<file path="src/rtl/ll_pkg.sv">
// Shared definitions for singly_linked_list clients: op codes, walker FSM states
// and the address-width helper.
package ll_pkg;

    localparam logic [2:0] LL_OP_READ         = 3'd0;
    localparam logic [2:0] LL_OP_INSERT_ADDR  = 3'd1;
    localparam logic [2:0] LL_OP_DELETE_VALUE = 3'd2;
    localparam logic [2:0] LL_OP_DELETE_ADDR  = 3'd3;
    localparam logic [2:0] LL_OP_INSERT_INDEX = 3'd5;
    localparam logic [2:0] LL_OP_DELETE_INDEX = 3'd7;

    typedef enum logic [2:0] {
        StIdle,
        StIssue,
        StWait,
        StEmit,
        StFin
    } walker_state_e;

    // One extra code point is reserved for the null address.
    function automatic int unsigned ll_addr_width(input int unsigned max_node);
        return $clog2(max_node + 1);
    endfunction

endpackage

</file>
<file path="src/rtl/ll_op_watchdog.sv">
// Counts cycles spent waiting on a list op; flags expiry on the last allowed cycle.
// Only instantiated when LL_WALKER_TIMEOUT_EN is defined.
module ll_op_watchdog #(
    parameter int unsigned  TIMEOUT_CYCLES = 64,
    localparam int unsigned CntWidth       = $clog2(TIMEOUT_CYCLES + 1)
) (
    input  logic clk_i,
    input  logic rst_ni,
    input  logic en_i,
    input  logic done_i,
    output logic expired_o
);

    logic [CntWidth-1:0] cnt_q, cnt_d;

    assign expired_o = en_i && !done_i && (cnt_q == CntWidth'(TIMEOUT_CYCLES - 1));

    always_comb begin
        cnt_d = cnt_q;
        if (!en_i || done_i) begin
            cnt_d = '0;
        end else if (!expired_o) begin
            cnt_d = cnt_q + 1'b1;
        end
    end

    always_ff @(posedge clk_i or negedge rst_ni) begin
        if (!rst_ni) begin
            cnt_q <= '0;
        end else begin
            cnt_q <= cnt_d;
        end
    end

endmodule

</file>
<file path="src/rtl/singly_linked_list_walker.sv">
// Walks a singly_linked_list from head to tail with read ops and streams each node out.
// Optional op_done watchdog and sticky timeout output under LL_WALKER_TIMEOUT_EN.
module singly_linked_list_walker
    import ll_pkg::*;
#(
    parameter int unsigned  DATA_WIDTH     = 8,
    parameter int unsigned  MAX_NODE       = 8,
    parameter int unsigned  TIMEOUT_CYCLES = 64,
    localparam int unsigned ADDR_WIDTH     = ll_addr_width(MAX_NODE)
) (
    input  logic                  clk,
    input  logic                  rst_n,
    input  logic                  start,
    input  logic                  abort,
    output logic                  busy,
    output logic                  done,
    output logic                  err,
`ifdef LL_WALKER_TIMEOUT_EN
    output logic                  timeout,
`endif
    output logic [ADDR_WIDTH-1:0] node_cnt,
    output logic [2:0]            ll_op,
    output logic                  ll_op_start,
    output logic [ADDR_WIDTH-1:0] ll_addr_in,
    output logic [DATA_WIDTH-1:0] ll_data_in,
    input  logic                  ll_op_done,
    input  logic                  ll_fault,
    input  logic [DATA_WIDTH-1:0] ll_data_out,
    input  logic [ADDR_WIDTH-1:0] ll_next_node_addr,
    input  logic [ADDR_WIDTH-1:0] ll_head,
    input  logic [ADDR_WIDTH-1:0] ll_length,
    output logic                  m_valid,
    input  logic                  m_ready,
    output logic [DATA_WIDTH-1:0] m_data,
    output logic [ADDR_WIDTH-1:0] m_addr,
    output logic                  m_last
);

    localparam logic [ADDR_WIDTH-1:0] ADDR_NULL = ADDR_WIDTH'(MAX_NODE);

    walker_state_e         state_q, state_d;
    logic [ADDR_WIDTH-1:0] ptr_q, ptr_d;
    logic [ADDR_WIDTH-1:0] len_q, len_d;
    logic [ADDR_WIDTH-1:0] cnt_q, cnt_d;
    logic [ADDR_WIDTH-1:0] nxt_q, nxt_d;
    logic [ADDR_WIDTH-1:0] addr_q, addr_d;
    logic [ADDR_WIDTH-1:0] node_cnt_q, node_cnt_d;
    logic [ADDR_WIDTH-1:0] m_addr_q, m_addr_d;
    logic [DATA_WIDTH-1:0] m_data_q, m_data_d;
    logic                  err_q, err_d;
    logic                  abort_pend_q, abort_pend_d;
    logic                  op_start_q, op_start_d;
    logic                  last_c, early_err_c;
    logic                  wd_expired;

`ifdef LL_WALKER_TIMEOUT_EN
    logic timeout_q;

    ll_op_watchdog #(
        .TIMEOUT_CYCLES(TIMEOUT_CYCLES)
    ) u_watchdog (
        .clk_i    (clk),
        .rst_ni   (rst_n),
        .en_i     (state_q == StWait),
        .done_i   (ll_op_done),
        .expired_o(wd_expired)
    );

    always_ff @(posedge clk or negedge rst_n) begin
        if (!rst_n) begin
            timeout_q <= 1'b0;
        end else if (state_q == StIdle && start) begin
            timeout_q <= 1'b0;
        end else if (state_q == StWait && wd_expired) begin
            timeout_q <= 1'b1;
        end
    end

    assign timeout = timeout_q;
`else
    logic unused_timeout_cycles;
    assign unused_timeout_cycles = ^TIMEOUT_CYCLES;
    assign wd_expired            = 1'b0;
`endif

    // A beat is final when the count is exhausted or the chain ends; disagreement is an error.
    assign last_c      = (cnt_q == len_q) || (nxt_q == ADDR_NULL);
    assign early_err_c = (nxt_q == ADDR_NULL) != (cnt_q == len_q);

    always_comb begin
        state_d      = state_q;
        ptr_d        = ptr_q;
        len_d        = len_q;
        cnt_d        = cnt_q;
        nxt_d        = nxt_q;
        addr_d       = addr_q;
        node_cnt_d   = node_cnt_q;
        m_addr_d     = m_addr_q;
        m_data_d     = m_data_q;
        err_d        = err_q;
        abort_pend_d = abort_pend_q;

        unique case (state_q)
            StIdle: begin
                if (start) begin
                    ptr_d        = ll_head;
                    len_d        = ll_length;
                    cnt_d        = '0;
                    err_d        = 1'b0;
                    abort_pend_d = 1'b0;
                    state_d      = (ll_length == '0) ? StFin : StIssue;
                end
            end
            StIssue: begin
                if (abort) begin
                    err_d   = 1'b1;
                    state_d = StFin;
                end else begin
                    addr_d  = ptr_q;
                    state_d = StWait;
                end
            end
            StWait: begin
                if (abort) begin
                    abort_pend_d = 1'b1;
                end
                if (ll_op_done) begin
                    // An abort seen during the op drops the returned beat.
                    if (ll_fault || abort_pend_q || abort) begin
                        err_d   = 1'b1;
                        state_d = StFin;
                    end else begin
                        m_data_d = ll_data_out;
                        m_addr_d = ptr_q;
                        nxt_d    = ll_next_node_addr;
                        cnt_d    = cnt_q + 1'b1;
                        state_d  = StEmit;
                    end
                end else if (wd_expired) begin
                    err_d   = 1'b1;
                    state_d = StFin;
                end
            end
            StEmit: begin
                if (m_ready) begin
                    if (last_c) begin
                        err_d   = early_err_c;
                        state_d = StFin;
                    end else if (abort) begin
                        err_d   = 1'b1;
                        state_d = StFin;
                    end else begin
                        ptr_d   = nxt_q;
                        state_d = StIssue;
                    end
                end
            end
            StFin: begin
                state_d = StIdle;
            end
            default: begin
                state_d = StIdle;
            end
        endcase

        if (state_d == StFin) begin
            node_cnt_d = cnt_d;
        end
    end

    // Request is held exactly while waiting, so it drops the cycle after ll_op_done.
    assign op_start_d = (state_d == StWait);

    always_ff @(posedge clk or negedge rst_n) begin
        if (!rst_n) begin
            state_q      <= StIdle;
            ptr_q        <= '0;
            len_q        <= '0;
            cnt_q        <= '0;
            nxt_q        <= '0;
            addr_q       <= ADDR_NULL;
            node_cnt_q   <= '0;
            m_addr_q     <= '0;
            m_data_q     <= '0;
            err_q        <= 1'b0;
            abort_pend_q <= 1'b0;
            op_start_q   <= 1'b0;
        end else begin
            state_q      <= state_d;
            ptr_q        <= ptr_d;
            len_q        <= len_d;
            cnt_q        <= cnt_d;
            nxt_q        <= nxt_d;
            addr_q       <= addr_d;
            node_cnt_q   <= node_cnt_d;
            m_addr_q     <= m_addr_d;
            m_data_q     <= m_data_d;
            err_q        <= err_d;
            abort_pend_q <= abort_pend_d;
            op_start_q   <= op_start_d;
        end
    end

    assign busy        = (state_q != StIdle);
    assign done        = (state_q == StFin);
    assign err         = err_q;
    assign node_cnt    = node_cnt_q;
    assign ll_op       = LL_OP_READ;
    assign ll_op_start = op_start_q;
    assign ll_addr_in  = addr_q;
    assign ll_data_in  = '0;
    assign m_valid     = (state_q == StEmit);
    assign m_data      = m_data_q;
    assign m_addr      = m_addr_q;
    assign m_last      = (state_q == StEmit) && last_c;

endmodule
</file>
<file path="config.mk">
export PLATFORM = sky130hd
export DESIGN_NAME = singly_linked_list_walker
export DESIGN_NICKNAME = d
export VERILOG_FILES = /design/src/rtl/ll_pkg.sv /design/src/rtl/ll_op_watchdog.sv /design/src/rtl/singly_linked_list_walker.sv
export SDC_FILE = /design/constraint.sdc
export NUM_CORES = 1
export LEC_CHECK = 0
export ABC_AREA = 1
export ABC_CLOCK_PERIOD_IN_PS = 2700
export CAP_MARGIN = 20
export CORE_MARGIN = 8
export CORE_UTILIZATION = 50
export DETAILED_ROUTE_END_ITERATION = 8
export PLACE_DENSITY = 0.95
export SYNTH_ARGS = -nofsm -noshare
export SYNTH_HDL_FRONTEND = slang
export SYNTH_HIERARCHICAL = 1
export SYNTH_SLANG_ARGS = --single-unit
</file>
<file path="constraint.sdc">
create_clock -name clk -period 2.7 [get_ports clk]
set_input_delay 0.54 -clock clk [delete_from_list [all_inputs] [get_ports clk]]
set_output_delay 0.54 -clock clk [all_outputs]
set_load 0.005 [all_outputs]
</file>
==> run summary <==
Initial antenna violation count = 0
Drt first pass iters = 4
Grt total ovfl = 0
Final nets = 332
Max IR drop VDD = 502 uV
Max Root-Sink Buffers = 2
Core area = 4030 um2
Placed wire-length estimate = 3.55 mm
Synthesized area per cell = 8.44 um2
Top Layer Used = met4
IO Count = 64
IO Port Bufs = 52
DR iter-0 viols = 88
DRC = 0
Commonest non-fill, non-tap cells in the layout = nand2_1, clkdlybuf4s50_1, dfrtp_1
Met1 WL = 1.89 mm
Yosys warns = 6
Gate power share = 39.2%
Internal power = 1730 uW
Met3 wire length = 426 um
Vias per inst = 4.92
Dpl ws = 0.566 ns
Gr usage total = 14.1%
Fin crit period = 2.46 ns
WL per Instance = 13.0 um
Unique masters post-synth = 27
# fillers = 329
Crit path max fanout = 4
Final Skew = 0.00520 ns
Post-Syn Instances = 249
# Post-CTS Setup Buffers = 0
Relative slew slack = 40.6%
Synthesis-to-layout area growth = 29.8%
Reg power frac = 38.1%
Die Y-Extent = 80.8 um
#FFs+latches synth = 42
Commonest non-fill, non-tap cell in the layout = nand2_1
Required time worst endpoint = 2.16 ns
Diode count = 0
Die Span X = 80.8 um
Number of global-route vias before repair = 1722
Switch Pwr = 894 uW
Vias post-DR = 1741
Final worst slack = 0.237 ns
PD cells = 964 nW/um2
Startpoint Class = flip-flop
Setup TNS = 0 ns
Reg area = 1050 um2
Number of buffers created by CTS = 5
Clock sinks = 42
Hold Violations, Final = 0
Clock transition at path regs = 0.08 ns
Gp weighted congestion = 0.911
CTS tree = built
Final setup violation count = 0
Tcrit/Tclk final = 91.2%
Largest net degree at the start of global routing = 43
Initial core utilization = 52.1%
H-tree levels = 2
Worst Path Arrival = 1.92 ns
Worst slew pin tran = 0.891 ns
Row count = 23
Crit end category = output port
Max-cap violations = 0
Final Max Slew Viols = 0
Switching Share = 34.0%
Post-CTS Resized = 0
RSZ-0062 raised after global routing = false
Routed Antenna Nets = 0
Fmax = 406 MHz
Hold Crit Class = input port to asynchronous set/reset pin
CP Class = flip-flop to output port
WL met2 = 2.20 mm
Multi-input gate area = 858 um2
Leakage = 0.00136 uW
Layout cells sized above 1 = 8.88%
Die area = 6530 um2
Synth Cell Area = 2100 um2
Routed WL = 4.59 mm
Global-route wire length before repair = 7.25 mm
Clock share of power = 22.7%
Clock latency on the worst-skew pair = 0.30 ns
Register area share after synthesis = 50.1%
Root buffer cell = clkbuf_8
Status = finished clean
CTS Hold Bufs = 0
## path summary, 6_finish.rpt
path                       startpoint     endpoint  slack (ns)  depth (start not counted)
max reg2reg                  cnt_q[1]  node_cnt[0]        0.99                          9
max                          cnt_q[3]       m_last        0.24                          5
min reg2reg                 m_data[0]    m_data[0]        0.48                          2
min                             rst_n   state_q[0]        0.36                          1
max in group asynchronous       rst_n     len_q[3]        1.78                          1
min in group clk            m_data[0]    m_data[0]        0.48                          2
## sequential cells by signal (all words and copies together), names as in the netlist
name          cells
nxt_q             4
state_q           3
err               1
m_addr            4
node_cnt          4
m_data            8
ll_addr_in        4
ll_op_start       1
ptr_q             4
abort_pend_q      1
cnt_q             4
len_q             4
## stage by stage
step / total power [uW] / hold slack, ns / utilization (%) / cells / instance area (um2)
floorplan: 1610 / 0.244 / - / 259 / 2140
global placement: 2000 / 0.453 / 64.3 / 346 / 2590
detailed placement: 2050 / 0.457 / 64.3 / 346 / 2590
CTS: 2650 / 0.401 / 67.7 / 354 / 2730
global route: 2800 / 0.442 / 67.7 / 354 / 2730
finish: 2630 / 0.359 / 67.7 / 354 / 2730
## layout make-up
cell class | count | area share [%]
Inverter | 26 | 3.67
Timing Repair Buffer | 52 | 18.9
Multi-Input combinational cell | 176 | 31.5
Sequential cell | 42 | 38.6
Clock buffer | 5 | 2.52
Tap cell | 50 | 2.29
Clock inverter | 3 | 2.52
## power groups by stage
| stage | clock network, uW | logic [uW] | registers [uW] |
|---|---|---|---|
| after floorplan | 0 | 605 | 1000 |
| after global placement | 0 | 1000 | 999 |
| after detailed placement | 0 | 1040 | 1010 |
| after CTS | 601 | 1050 | 1000 |
| after global routing | 623 | 1150 | 1030 |
| final | 596 | 1030 | 1000 |
## kinds of logic (layout without fill, tap and decap cells)
family	Yosys count	in the layout	synth area share [%]
buffers and inverters	41	86	10.8
other	1	11	0.179
adder cells (fa/ha/maj)	2	2	1.19
flip-flops	42	42	50.1
XOR/XNOR	4	4	1.67
AO/OA/AOI/OAI	35	35	9.11
AND/OR/NAND/NOR	124	124	26.9
## critical path: stages, from the launching register on
cell             delay [ns]
dfrtp_1                0.42
xnor2_1                0.20
nand4_1                0.12
ha_1                   0.24
nor2_1                 0.11
clkdlybuf4s50_1        0.53
## cells in the mapped netlist
| cell type | count | share of area [%] |
|---|---|---|
| nand3_1 | 11 | 2.6 |
| nand2_2 | 1 | 0.30 |
| and2_1 | 1 | 0.30 |
| o21ai_1 | 10 | 2.4 |
| o211ai_1 | 1 | 0.36 |
| inv_2 | 2 | 0.36 |
| inv_1 | 23 | 4.1 |
| nand4_1 | 2 | 0.60 |
| nor2_4 | 4 | 2.1 |
| ha_1 | 2 | 1.2 |
| dfstp_2 | 1 | 1.3 |
| o21ai_0 | 17 | 4.0 |
| o21ai_2 | 3 | 1.3 |
| nor2_1 | 15 | 2.7 |
| xnor2_1 | 4 | 1.7 |
| a21boi_0 | 1 | 0.36 |
| nand3_2 | 2 | 0.95 |
| buf_6 | 4 | 2.1 |
| inv_4 | 1 | 0.30 |
| or2_1 | 1 | 0.30 |
| nand2_1 | 82 | 15 |
| dfrtp_1 | 41 | 49 |
| nand2_4 | 4 | 2.1 |
| nor3_1 | 1 | 0.24 |
| conb_1 | 1 | 0.18 |
| buf_4 | 11 | 3.9 |
| a21oi_1 | 3 | 0.71 |
## routing by layer
| metal | track usage (%) | vias up |
|---|---|---|
| li1 | - | 865 |
| met1 | 15.0 | 807 |
| met2 | 24.8 | 60 |
| met3 | 5.52 | 9 |
| met4 | 5.36 | 0 |
| met5 | 0 | - |
Power figures use the tool's default switching activity.
